File: src/rtl/hazard_tracker_if.sv
// hazard_pkg: shared writeback selector type for the forwarding interface.
// hazard_tracker_if: bundle between the decode/EX control logic, the data
// memory, and the hazard tracker.
//   master : drives the decode fields, branch_taken and mem_ready, and
//            observes the forwarding state and the pipeline controls.
//   slave  : the hazard tracker itself.
package hazard_pkg;
  typedef enum logic [1:0] {
    NO_WRITEBACK = 2'd0,
    WB_ALU       = 2'd1,
    WB_MEM       = 2'd2,
    WB_PC4       = 2'd3
  } write_back_mux_selector;
endpackage

interface hazard_tracker_if #(parameter int CNT_W = 16);
  import hazard_pkg::*;

  logic                   id_valid_ip;
  logic [6:0]             id_instr_opcode_ip;
  logic [4:0]             id_rs1_ip;
  logic [4:0]             id_rs2_ip;
  logic [4:0]             id_rd_ip;
  write_back_mux_selector id_wb_mux_ip;
  logic                   id_is_load_ip;
  logic                   branch_taken_ip;
  logic                   mem_ready_ip;

  logic [4:0]             EX_MEM_dest_op;
  logic [4:0]             MEM_WB_dest_op;
  write_back_mux_selector EX_MEM_wb_mux_op;
  write_back_mux_selector MEM_WB_wb_mux_op;
  logic                   stall_if_op;
  logic                   stall_id_op;
  logic                   stall_ex_op;
  logic                   bubble_ex_op;
  logic                   flush_id_op;
  logic [CNT_W-1:0]       stall_cnt_op;

  modport master (
    output id_valid_ip, id_instr_opcode_ip, id_rs1_ip, id_rs2_ip, id_rd_ip,
           id_wb_mux_ip, id_is_load_ip, branch_taken_ip, mem_ready_ip,
    input  EX_MEM_dest_op, MEM_WB_dest_op, EX_MEM_wb_mux_op, MEM_WB_wb_mux_op,
           stall_if_op, stall_id_op, stall_ex_op, bubble_ex_op, flush_id_op,
           stall_cnt_op
  );

  modport slave (
    input  id_valid_ip, id_instr_opcode_ip, id_rs1_ip, id_rs2_ip, id_rd_ip,
           id_wb_mux_ip, id_is_load_ip, branch_taken_ip, mem_ready_ip,
    output EX_MEM_dest_op, MEM_WB_dest_op, EX_MEM_wb_mux_op, MEM_WB_wb_mux_op,
           stall_if_op, stall_id_op, stall_ex_op, bubble_ex_op, flush_id_op,
           stall_cnt_op
  );
endinterface

File: src/rtl/hazard_tracker.sv
// hazard_tracker: shadows {rd, wb_mux, is_load} of every in-flight
// instruction through ID/EX, EX/MEM and MEM/WB, publishes the EX/MEM and
// MEM/WB copies to the forwarding controller, and raises the stall / bubble
// / flush controls for the cases forwarding cannot cover (load-use, data
// memory wait, taken branch).
// Ports:
//   clk   : core clock, rising edge
//   reset : synchronous active-low reset
//   hz    : hazard_tracker_if.slave (decode fields, branch/mem status in;
//           forwarding state, pipeline controls, stall counter out)
module hazard_tracker
  import hazard_pkg::*;
#(
  parameter int CNT_W = 16
) (
  input  logic       clk,
  input  logic       reset,
  hazard_tracker_if.slave hz
);

  typedef struct packed {
    logic [4:0]             dest;
    write_back_mux_selector wb_mux;
    logic                   is_load;
  } entry_t;

  localparam entry_t BUBBLE = '{dest: 5'd0, wb_mux: NO_WRITEBACK, is_load: 1'b0};

  entry_t           id_ex, ex_mem, mem_wb;
  logic [CNT_W-1:0] stall_cnt;

  logic rs1_used, rs2_used, raw_hit;
  logic mem_wait, flush, load_use;

  // Which source registers the decode instruction actually reads; opcodes
  // without a source (LUI, AUIPC, JAL, ...) must never cause a stall.
  always_comb begin
    rs1_used = 1'b0;
    rs2_used = 1'b0;
    case (hz.id_instr_opcode_ip)
      7'b0110011, 7'b0100011, 7'b1100011: begin
        rs1_used = 1'b1;
        rs2_used = 1'b1;
      end
      7'b0010011, 7'b0000011, 7'b1100111: rs1_used = 1'b1;
      default: ;
    endcase
  end

  assign raw_hit = (rs1_used && hz.id_rs1_ip == id_ex.dest) ||
                   (rs2_used && hz.id_rs2_ip == id_ex.dest);

  // Priority: mem wait > branch flush > load-use. A branch seen during a
  // mem wait is simply held in EX and acted on once the wait clears.
  assign mem_wait = ex_mem.is_load & ~hz.mem_ready_ip;
  assign flush    = ~mem_wait & hz.branch_taken_ip;
  assign load_use = ~mem_wait & ~hz.branch_taken_ip & hz.id_valid_ip &
                    id_ex.is_load & (id_ex.dest != 5'd0) & raw_hit;

  assign hz.stall_if_op  = mem_wait | load_use;
  assign hz.stall_id_op  = mem_wait | load_use;
  assign hz.stall_ex_op  = mem_wait;
  assign hz.bubble_ex_op = flush | load_use;
  assign hz.flush_id_op  = flush;

  assign hz.EX_MEM_dest_op   = ex_mem.dest;
  assign hz.EX_MEM_wb_mux_op = ex_mem.wb_mux;
  assign hz.MEM_WB_dest_op   = mem_wb.dest;
  assign hz.MEM_WB_wb_mux_op = mem_wb.wb_mux;
  assign hz.stall_cnt_op     = stall_cnt;

  always_ff @(posedge clk) begin
    if (!reset) begin
      id_ex     <= BUBBLE;
      ex_mem    <= BUBBLE;
      mem_wb    <= BUBBLE;
      stall_cnt <= '0;
    end else begin
      if (mem_wait) begin
        // ID/EX and EX/MEM freeze; the retiring slot must not write twice.
        mem_wb <= BUBBLE;
      end else begin
        mem_wb <= ex_mem;
        ex_mem <= id_ex;
        if (flush || load_use || !hz.id_valid_ip)
          id_ex <= BUBBLE;
        else
          id_ex <= '{dest: hz.id_rd_ip, wb_mux: hz.id_wb_mux_ip,
                     is_load: hz.id_is_load_ip};
      end
      if ((mem_wait || load_use) && stall_cnt != '1)
        stall_cnt <= stall_cnt + CNT_W'(1);
    end
  end

endmodule

File: src/flat_wrapper.sv
// flat-port wrapper written by rule: the top's interface ports become plain ports
module hazard_tracker_flat import hazard_pkg::*;
#(
  parameter int CNT_W = 16
)
  (clk, reset, hz_id_valid_ip, hz_id_instr_opcode_ip, hz_id_rs1_ip, hz_id_rs2_ip, hz_id_rd_ip, hz_id_wb_mux_ip, hz_id_is_load_ip, hz_branch_taken_ip, hz_mem_ready_ip, hz_EX_MEM_dest_op, hz_MEM_WB_dest_op, hz_EX_MEM_wb_mux_op, hz_MEM_WB_wb_mux_op, hz_stall_if_op, hz_stall_id_op, hz_stall_ex_op, hz_bubble_ex_op, hz_flush_id_op, hz_stall_cnt_op);
  hazard_tracker_if #(.CNT_W(CNT_W)) hz_i ();
  input  logic clk;
  input  logic reset;
  input wire logic [$bits(hz_i.id_valid_ip)-1:0] hz_id_valid_ip;
  input wire logic [$bits(hz_i.id_instr_opcode_ip)-1:0] hz_id_instr_opcode_ip;
  input wire logic [$bits(hz_i.id_rs1_ip)-1:0] hz_id_rs1_ip;
  input wire logic [$bits(hz_i.id_rs2_ip)-1:0] hz_id_rs2_ip;
  input wire logic [$bits(hz_i.id_rd_ip)-1:0] hz_id_rd_ip;
  input wire logic [$bits(hz_i.id_wb_mux_ip)-1:0] hz_id_wb_mux_ip;
  input wire logic [$bits(hz_i.id_is_load_ip)-1:0] hz_id_is_load_ip;
  input wire logic [$bits(hz_i.branch_taken_ip)-1:0] hz_branch_taken_ip;
  input wire logic [$bits(hz_i.mem_ready_ip)-1:0] hz_mem_ready_ip;
  output wire logic [$bits(hz_i.EX_MEM_dest_op)-1:0] hz_EX_MEM_dest_op;
  output wire logic [$bits(hz_i.MEM_WB_dest_op)-1:0] hz_MEM_WB_dest_op;
  output wire logic [$bits(hz_i.EX_MEM_wb_mux_op)-1:0] hz_EX_MEM_wb_mux_op;
  output wire logic [$bits(hz_i.MEM_WB_wb_mux_op)-1:0] hz_MEM_WB_wb_mux_op;
  output wire logic [$bits(hz_i.stall_if_op)-1:0] hz_stall_if_op;
  output wire logic [$bits(hz_i.stall_id_op)-1:0] hz_stall_id_op;
  output wire logic [$bits(hz_i.stall_ex_op)-1:0] hz_stall_ex_op;
  output wire logic [$bits(hz_i.bubble_ex_op)-1:0] hz_bubble_ex_op;
  output wire logic [$bits(hz_i.flush_id_op)-1:0] hz_flush_id_op;
  output wire logic [$bits(hz_i.stall_cnt_op)-1:0] hz_stall_cnt_op;
  assign hz_i.id_valid_ip = hz_id_valid_ip;
  assign hz_i.id_instr_opcode_ip = hz_id_instr_opcode_ip;
  assign hz_i.id_rs1_ip = hz_id_rs1_ip;
  assign hz_i.id_rs2_ip = hz_id_rs2_ip;
  assign hz_i.id_rd_ip = hz_id_rd_ip;
  assign hz_i.id_wb_mux_ip = hz_id_wb_mux_ip;
  assign hz_i.id_is_load_ip = hz_id_is_load_ip;
  assign hz_i.branch_taken_ip = hz_branch_taken_ip;
  assign hz_i.mem_ready_ip = hz_mem_ready_ip;
  assign hz_EX_MEM_dest_op = hz_i.EX_MEM_dest_op;
  assign hz_MEM_WB_dest_op = hz_i.MEM_WB_dest_op;
  assign hz_EX_MEM_wb_mux_op = hz_i.EX_MEM_wb_mux_op;
  assign hz_MEM_WB_wb_mux_op = hz_i.MEM_WB_wb_mux_op;
  assign hz_stall_if_op = hz_i.stall_if_op;
  assign hz_stall_id_op = hz_i.stall_id_op;
  assign hz_stall_ex_op = hz_i.stall_ex_op;
  assign hz_bubble_ex_op = hz_i.bubble_ex_op;
  assign hz_flush_id_op = hz_i.flush_id_op;
  assign hz_stall_cnt_op = hz_i.stall_cnt_op;
  hazard_tracker #(.CNT_W(CNT_W)) u_core (.clk(clk), .reset(reset), .hz(hz_i));
endmodule
File: config.mk
export PLATFORM = sky130hd
export DESIGN_NAME = hazard_tracker_flat
export DESIGN_NICKNAME = d
export VERILOG_FILES = /design/src/rtl/hazard_tracker_if.sv /design/src/rtl/hazard_tracker.sv /design/src/flat_wrapper.sv
export SDC_FILE = /design/constraint.sdc
export NUM_CORES = 1
export LEC_CHECK = 0
export CAP_MARGIN = 15
export CORE_AREA = 4 4 100 83
export DETAILED_ROUTE_END_ITERATION = 6
export DIE_AREA = 0 0 104 87
export PLACE_DENSITY = 0.57
export REMOVE_ABC_BUFFERS = 1
export SYNTH_ARGS = -nofsm -noshare
export SYNTH_HDL_FRONTEND = slang
export SYNTH_SLANG_ARGS = --single-unit
File: constraint.sdc
create_clock -name clk -period 3.1 [get_ports clk]
set_input_delay 0.62 -clock clk [delete_from_list [all_inputs] [get_ports clk]]
set_output_delay 0.62 -clock clk [all_outputs]
set_load 0.05 [all_outputs]
==> results of run 1 <==
## cell families after synthesis
| kind of cell | count (synthesis) | synth area share |
|---|---|---|
| compound gates | 19 | 0.0749 |
| xor+xnor | 20 | 0.0989 |
| fa+ha+maj | 1 | 0.00707 |
| buf+inv | 17 | 0.0594 |
| flops | 39 | 0.441 |
| mux | 6 | 0.0339 |
| simple gates | 94 | 0.285 |
## worst reg2reg max path, cell delays in order, from the launching register on
cell	delay (ps)
dfxtp_1	410
and3_1	220
and2_1	170
nand3_1	130
nor4_4	630
nor2_4	130
nand4_1	150
mux2i_1	180
## metrics by stage
step | hold slack, ps | utilization | setup TNS [ps]
final | 468 | 0.359 | 0
after global routing | 490 | 0.359 | 0
after CTS | 475 | 0.358 | 0
after detailed placement | 455 | 0.339 | 0
after global placement | 456 | 0.339 | 0
after floorplan | 436 | - | -312
## sequential cells by signal, indices dropped and copies added (netlist names)
signal / cells
u_core.ex_mem: 1
u_core.hz.EX_MEM_dest_op: 5
u_core.hz.EX_MEM_wb_mux_op: 2
u_core.hz.MEM_WB_dest_op: 5
u_core.hz.MEM_WB_wb_mux_op: 2
u_core.hz.stall_cnt_op: 16
u_core.id_ex: 8
## per-layer routing
layer | GRT usage | vias to the layer above | wire length [um]
met5 | 0 | - | 0
met4 | 0.0435 | 0 | 62
met3 | 0.0222 | 4 | 143
met2 | 0.171 | 32 | 2210
met1 | 0.138 | 727 | 2280
li1 | - | 788 | -
## cell type report
cell class | count | area (um2)
fill | 758 | 4670
inverter | 3 | 11.3
clock inverter | 3 | 67.6
timing repair buffer | 68 | 683
tap | 90 | 113
clock buffer | 5 | 68.8
multi-input combinational | 140 | 892
sequential | 39 | 781
## cell usage in the layout, fill, tap and decap left out, types with 2 or more instances in the layout
cell	synthesis	final
clkdlybuf4s50_1	0	59
nand2_1	22	22
nor4_1	2	2
mux2i_1	6	6
nor3_2	2	2
buf_4	9	7
a22o_1	8	8
nand2b_1	6	6
nor3_1	6	6
and2_1	3	3
and3_1	9	9
clkbuf_8	0	5
nand4_1	5	5
nor2_1	18	18
buf_12	0	2
xnor2_1	20	20
inv_1	2	2
nand3_1	12	12
dfxtp_1	39	39
bufinv_16	0	2
a21oi_1	7	7
nand4b_1	2	2
## how the worst min path moves through the flow
stage | start | to | slack, ps
final | u_core.id_ex[2] | u_core.hz.EX_MEM_wb_mux_op[1] | 470
after floorplan | u_core.id_ex[1] | u_core.hz.EX_MEM_wb_mux_op[0] | 440
after global routing | u_core.id_ex[1] | u_core.hz.EX_MEM_wb_mux_op[0] | 490
after CTS | u_core.id_ex[2] | u_core.hz.EX_MEM_wb_mux_op[1] | 470
after global placement | u_core.id_ex[1] | u_core.hz.EX_MEM_wb_mux_op[0] | 460
after detailed placement | u_core.id_ex[1] | u_core.hz.EX_MEM_wb_mux_op[0] | 450
## power by group through the flow
stage          registers, mW  clock network [mW]  logic [mW]
2_1_floorplan          0.533                   0      0.0374
3_3_place_gp           0.525                   0       0.112
3_5_place_dp           0.525                   0       0.112
4_1_cts                0.513               0.523       0.113
5_1_grt                0.514               0.545       0.119
6_report               0.513               0.506       0.112
==> flow_summary.ini, run 1 <==
[cts]
cts_post_setup_buffers_inserted = 0
clock_tree.htree_level_count = 2
clkSinkCount = 39
cts_made_buffers = 5
ctsHoldBuffers = 0
cts_tree = yes
cts_resized = 0
clock_insertion_delay_worst_skew_ps = 290
worst_setup_hold_path_clk_slew_ps = 90
clock-root-buffer = clkbuf_8
cts_buffer_depth = 2

[timing]
final_hold_viol_count = 0
timing.final.max_slew_violations = 0
worstMarginPinSlew_ps = 629
fin_worst_skew_ps = 11.2
max_freq_mhz = 349
final_period_minus_worst_setup_slack_ps = 2870
final-setup-viol-count = 0
period_share = 0.924
worst_slew_margin_rel = 0.578
post-route-worst-setup-slack_ps = 235
setup_repair_after_global_routing_missed_its_margin = no

[setup_path]
timing.setup.critical_path_class = in -> out
critical_path.endpoint = hz_stall_if_op
cpLargestDelayFamily = buffers and inverters
cpMaxStageDelayCell = clkdlybuf4s50_1
timing.critical_path.arrival_ps = 2250
r2r_end = u_core.hz.stall_cnt_op[12]
worstSetupStartpointType = primary input
cp_capture_type = output pin
critPathMaxStageDelay_ps = 450
worst_ep_required_time_ps = 2480
reg2reg_depth = 7
worstPathBufferInverterCount = 3
path_cells = clkdlybuf4s50_1 -> and2_1 -> o21ai_0 -> o22ai_1 -> a21oi_4 -> inv_1 -> buf_4
r2r_setup_slack_ps = 1020
critPathLaunch = hz_id_instr_opcode_ip[6]
timing.critical_path.fanout_max = 11
timing.rr.start = u_core.hz.stall_cnt_op[10]
crit_cells = 7

[global_routing]
grt_pass1_wl_um = 7610
gr-total-overflow = 0
grt_pass1_vias = 1539
grt_max_degree = 20
total_routing_usage_gr = 0.106
antenna_violations_before_repair = 0

[pwr]
report.power.total_mw = 1.13
internal_power_uw = 889
clockPowerShare = 0.448
pwr_density_cell_nw_per_um2 = 432
switching_share = 0.214
power.leakage_nw = 0.966
seq_power_share = 0.454
netSwitchingPower_uw = 242
comb_power_share = 0.099
power.ir.vdd_worst_mv = 0.225

[synth]
yosys-top-cells-count = dfxtp_1 (39), nand2_1 (22), xnor2_1 (20)
ys_warn_count = 0
netlist-cell-type-count = 33
ys_seq_area_frac = 0.441
synthFlopType = dfxtp_1
number_of_enable_flip_flop_cells_after_synthesis = 0
async_flop_share = 0
synth_area_per_cell_um2 = 9.03
synthMostInstantiatedCell = dfxtp_1
yosys-top-cells-area = dfxtp_1 (44%), xnor2_1 (9.9%), nand2_1 (4.7%)
post-synth-top-area-cell = dfxtp_1
synth_cells = 196
mappedNetlistArea_um2 = 1770
synth_seq_cells = 39
share_of_the_synthesized_area_in_the_top_cell_type = 0.441

[route]
post_route_drc = 0
routed-via-count = 1551
drt-total-wl_um = 4700
wl_per_cell_um = 13.5
antenna_violating_nets_post_route = 0
post_drt_via_cell_ratio = 4.46
drt-initial-drc-count = 65
first_pass_iters = 4

[outcome]
outcome = completed

[die]
floorplan.core_area_um2 = 7290
die_area_um2 = 9050
die_width_um = 104
core.rowCount = 28
chipHeight_um = 87
initial_utilization = 0.243
ios = 65

[placement]
numPortBuffers = 64
dp_hpwl_um = 3580
placement.cell_area_um2 = 2470
dpl_worst_slack_ps = 36.6
placed_cells = 340
routabilityCongestion = 0.758

[job]
drv.max_cap_violation_count = 0

[final_layout]
design_area_um2 = 2620
area.growth.synth_to_final_pct = 47.8
antenna_diode_count = 0
finish.net_count = 288
drive_above_1_share = 0.0891
final_cells = 348

[hold_path]
hold_path_depth = 2
hold_path_class = reg -> reg
No activity file was read; power rests on OpenSTA's default activity.
==> run 2: changes to the inputs <==
--- a/config.mk
+++ b/config.mk
@@ -9,8 +9,10 @@
 export CORE_AREA = 4 4 100 83
 export DETAILED_ROUTE_END_ITERATION = 6
 export DIE_AREA = 0 0 104 87
+export GPL_TIMING_DRIVEN = 0
 export PLACE_DENSITY = 0.57
 export REMOVE_ABC_BUFFERS = 1
+export SKIP_CTS_REPAIR_TIMING = 1
 export SYNTH_ARGS = -nofsm -noshare
 export SYNTH_HDL_FRONTEND = slang
 export SYNTH_SLANG_ARGS = --single-unit
==> run 2 against run 1 <==
Compared with the run above: sequential share of layout area up 0.54 points; critical path depth unchanged; clock power down 25%; sequential cell count unchanged; clock skew down 4.7 ps; hold slack about the same; combinational power down 6%; worst setup slack worse by 74 ps; utilization down 0.64 points; routed wire length down 0.70%; cell count unchanged; critical path type unchanged.
==> flow_summary.ini, run 2 (synthesis results as in run 1) <==
[setup_path]
cpLargestDelayFamily = buffers and inverters
path_cells = clkdlybuf4s50_1 -> nand2b_4 -> nand4b_1 -> nor3_2 -> a21oi_4 -> inv_1 -> clkbuf_2
r2r_setup_slack_ps = 1010
timing.critical_path.fanout_max = 19
timing.setup.critical_path_class = in -> out
critical_path.endpoint = hz_stall_id_op
worstSetupStartpointType = primary input
critPathMaxStageDelay_ps = 450
timing.critical_path.arrival_ps = 2320
critPathLaunch = hz_mem_ready_ip
cp_capture_type = output pin
cpMaxStageDelayCell = clkdlybuf4s50_1
worst_ep_required_time_ps = 2480
crit_cells = 7
timing.rr.start = u_core.hz.stall_cnt_op[10]
reg2reg_depth = 7
r2r_end = u_core.hz.stall_cnt_op[12]
worstPathBufferInverterCount = 3

[placement]
routabilityCongestion = 0.717
dpl_worst_slack_ps = -1210
placement.cell_area_um2 = 2430
numPortBuffers = 64
dp_hpwl_um = 3540

[global_routing]
grt_pass1_wl_um = 7580
gr-total-overflow = 0
grt_pass1_vias = 1486
antenna_violations_before_repair = 0
grt_max_degree = 21
total_routing_usage_gr = 0.104

[timing]
worst_slew_margin_rel = 0.538
timing.final.max_slew_violations = 0
final-setup-viol-count = 0
fin_worst_skew_ps = 6.46
setup_repair_after_global_routing_missed_its_margin = no
final_hold_viol_count = 0
final.hold.worst_slack_ps = 468
post-route-worst-setup-slack_ps = 161
period_share = 0.948
final_period_minus_worst_setup_slack_ps = 2940
final.setup.tns_ps = 0
worstMarginPinSlew_ps = 693
max_freq_mhz = 340

[job]
drv.max_cap_violation_count = 0

[route]
first_pass_iters = 4
antenna_violating_nets_post_route = 0
wl_per_cell_um = 13.4
post_route_drc = 0
routed-via-count = 1539
drt-initial-drc-count = 40
post_drt_via_cell_ratio = 4.42
drt-total-wl_um = 4670

[final_layout]
layout.cells.most_common_list = clkdlybuf4s50_1 (60), dfxtp_1 (39), nand2_1 (22), xnor2_1 (20), nor2_1 (18)
most_common_cell_after_layout_fill_and_taps_aside = clkdlybuf4s50_1
area.growth.synth_to_final_pct = 45.2
antenna_diode_count = 0
largest_register_ffs = 16
design_area_um2 = 2570
drive_above_1_share = 0.0891
finish.net_count = 288

[cts]
clkSinkCount = 39
worst_setup_hold_path_clk_slew_ps = 80
cts_made_buffers = 5
cts_buffer_depth = 2
clock_tree.htree_level_count = 2
clock-root-buffer = clkbuf_8
clock_insertion_delay_worst_skew_ps = 280
cts_tree = yes

[die]
die_width_um = 104
floorplan.core_area_um2 = 7290
core.rowCount = 28
initial_utilization = 0.243
ios = 65
die_area_um2 = 9050
chipHeight_um = 87

[outcome]
outcome = completed

[hold_path]
hold_path_class = reg -> reg
hold_path_depth = 2

[pwr]
power.leakage_nw = 0.956
power.ir.vdd_worst_mv = 0.169
report.power.total_uw = 999
pwr_density_cell_nw_per_um2 = 389
[run 2: changes by cell type in the layout (fill, tap and decap cells not counted), sizes merged]
cell,before,now
dlymetal6s2s,0,1
buf,9,4
clkbuf,5,10
clkinvlp,1,2
clkinv,1,0
bufinv,2,0
clkdlybuf4s50,59,60
[run 2: worst reg2reg max path: stages, from the launching register on]
cell     delay (ps)
dfxtp_1         420
and3_1          220
and2_1          170
nand3_1         130
nor4_4          640
nor2_4          120
nand4_1         140
mux2i_1         180
[run 2: per-stage QoR]
| stage | utilization | cells |
|---|---|---|
| after floorplan | - | 182 |
| after global placement | 0.333 | 336 |
| after detailed placement | 0.333 | 336 |
| after CTS | 0.348 | 344 |
| after global routing | 0.353 | 348 |
| final | 0.353 | 348 |
[run 2: worst min path at each step]
stage	startpoint	end	slack (ps)
after CTS	u_core.hz.EX_MEM_dest_op[4]	u_core.hz.EX_MEM_dest_op[4]	470
after global placement	u_core.hz.EX_MEM_dest_op[0]	u_core.hz.EX_MEM_dest_op[0]	460
after global routing	u_core.hz.EX_MEM_dest_op[4]	u_core.hz.EX_MEM_dest_op[4]	490
after floorplan	u_core.id_ex[1]	u_core.hz.EX_MEM_wb_mux_op[0]	440
after detailed placement	u_core.id_ex[1]	u_core.hz.EX_MEM_wb_mux_op[0]	450
final	u_core.id_ex[1]	u_core.hz.EX_MEM_wb_mux_op[0]	470
[run 2: power by group]
group | total [mW] | switching, mW | internal, mW
clock | 0.381 | 0.178 | 0.203
combinational | 0.105 | 0.0484 | 0.0569
sequential | 0.513 | 0.00644 | 0.507
total | 0.999 | 0.233 | 0.766
[run 2: layer usage]
metal  wire, um  global-route usage
met1       2200               0.133
met2       2250               0.173
met3        176              0.0289
met4         40              0.0326
met5          0                   0
[run 2: area by class of cell]
class	instances	area (um2)
tap	90	113
clock inverter	1	7.51
clock buffer	7	96.3
timing repair buffer	68	658
inverter	3	15.0
multi-input combinational	140	900
fill	774	4720
sequential	39	781
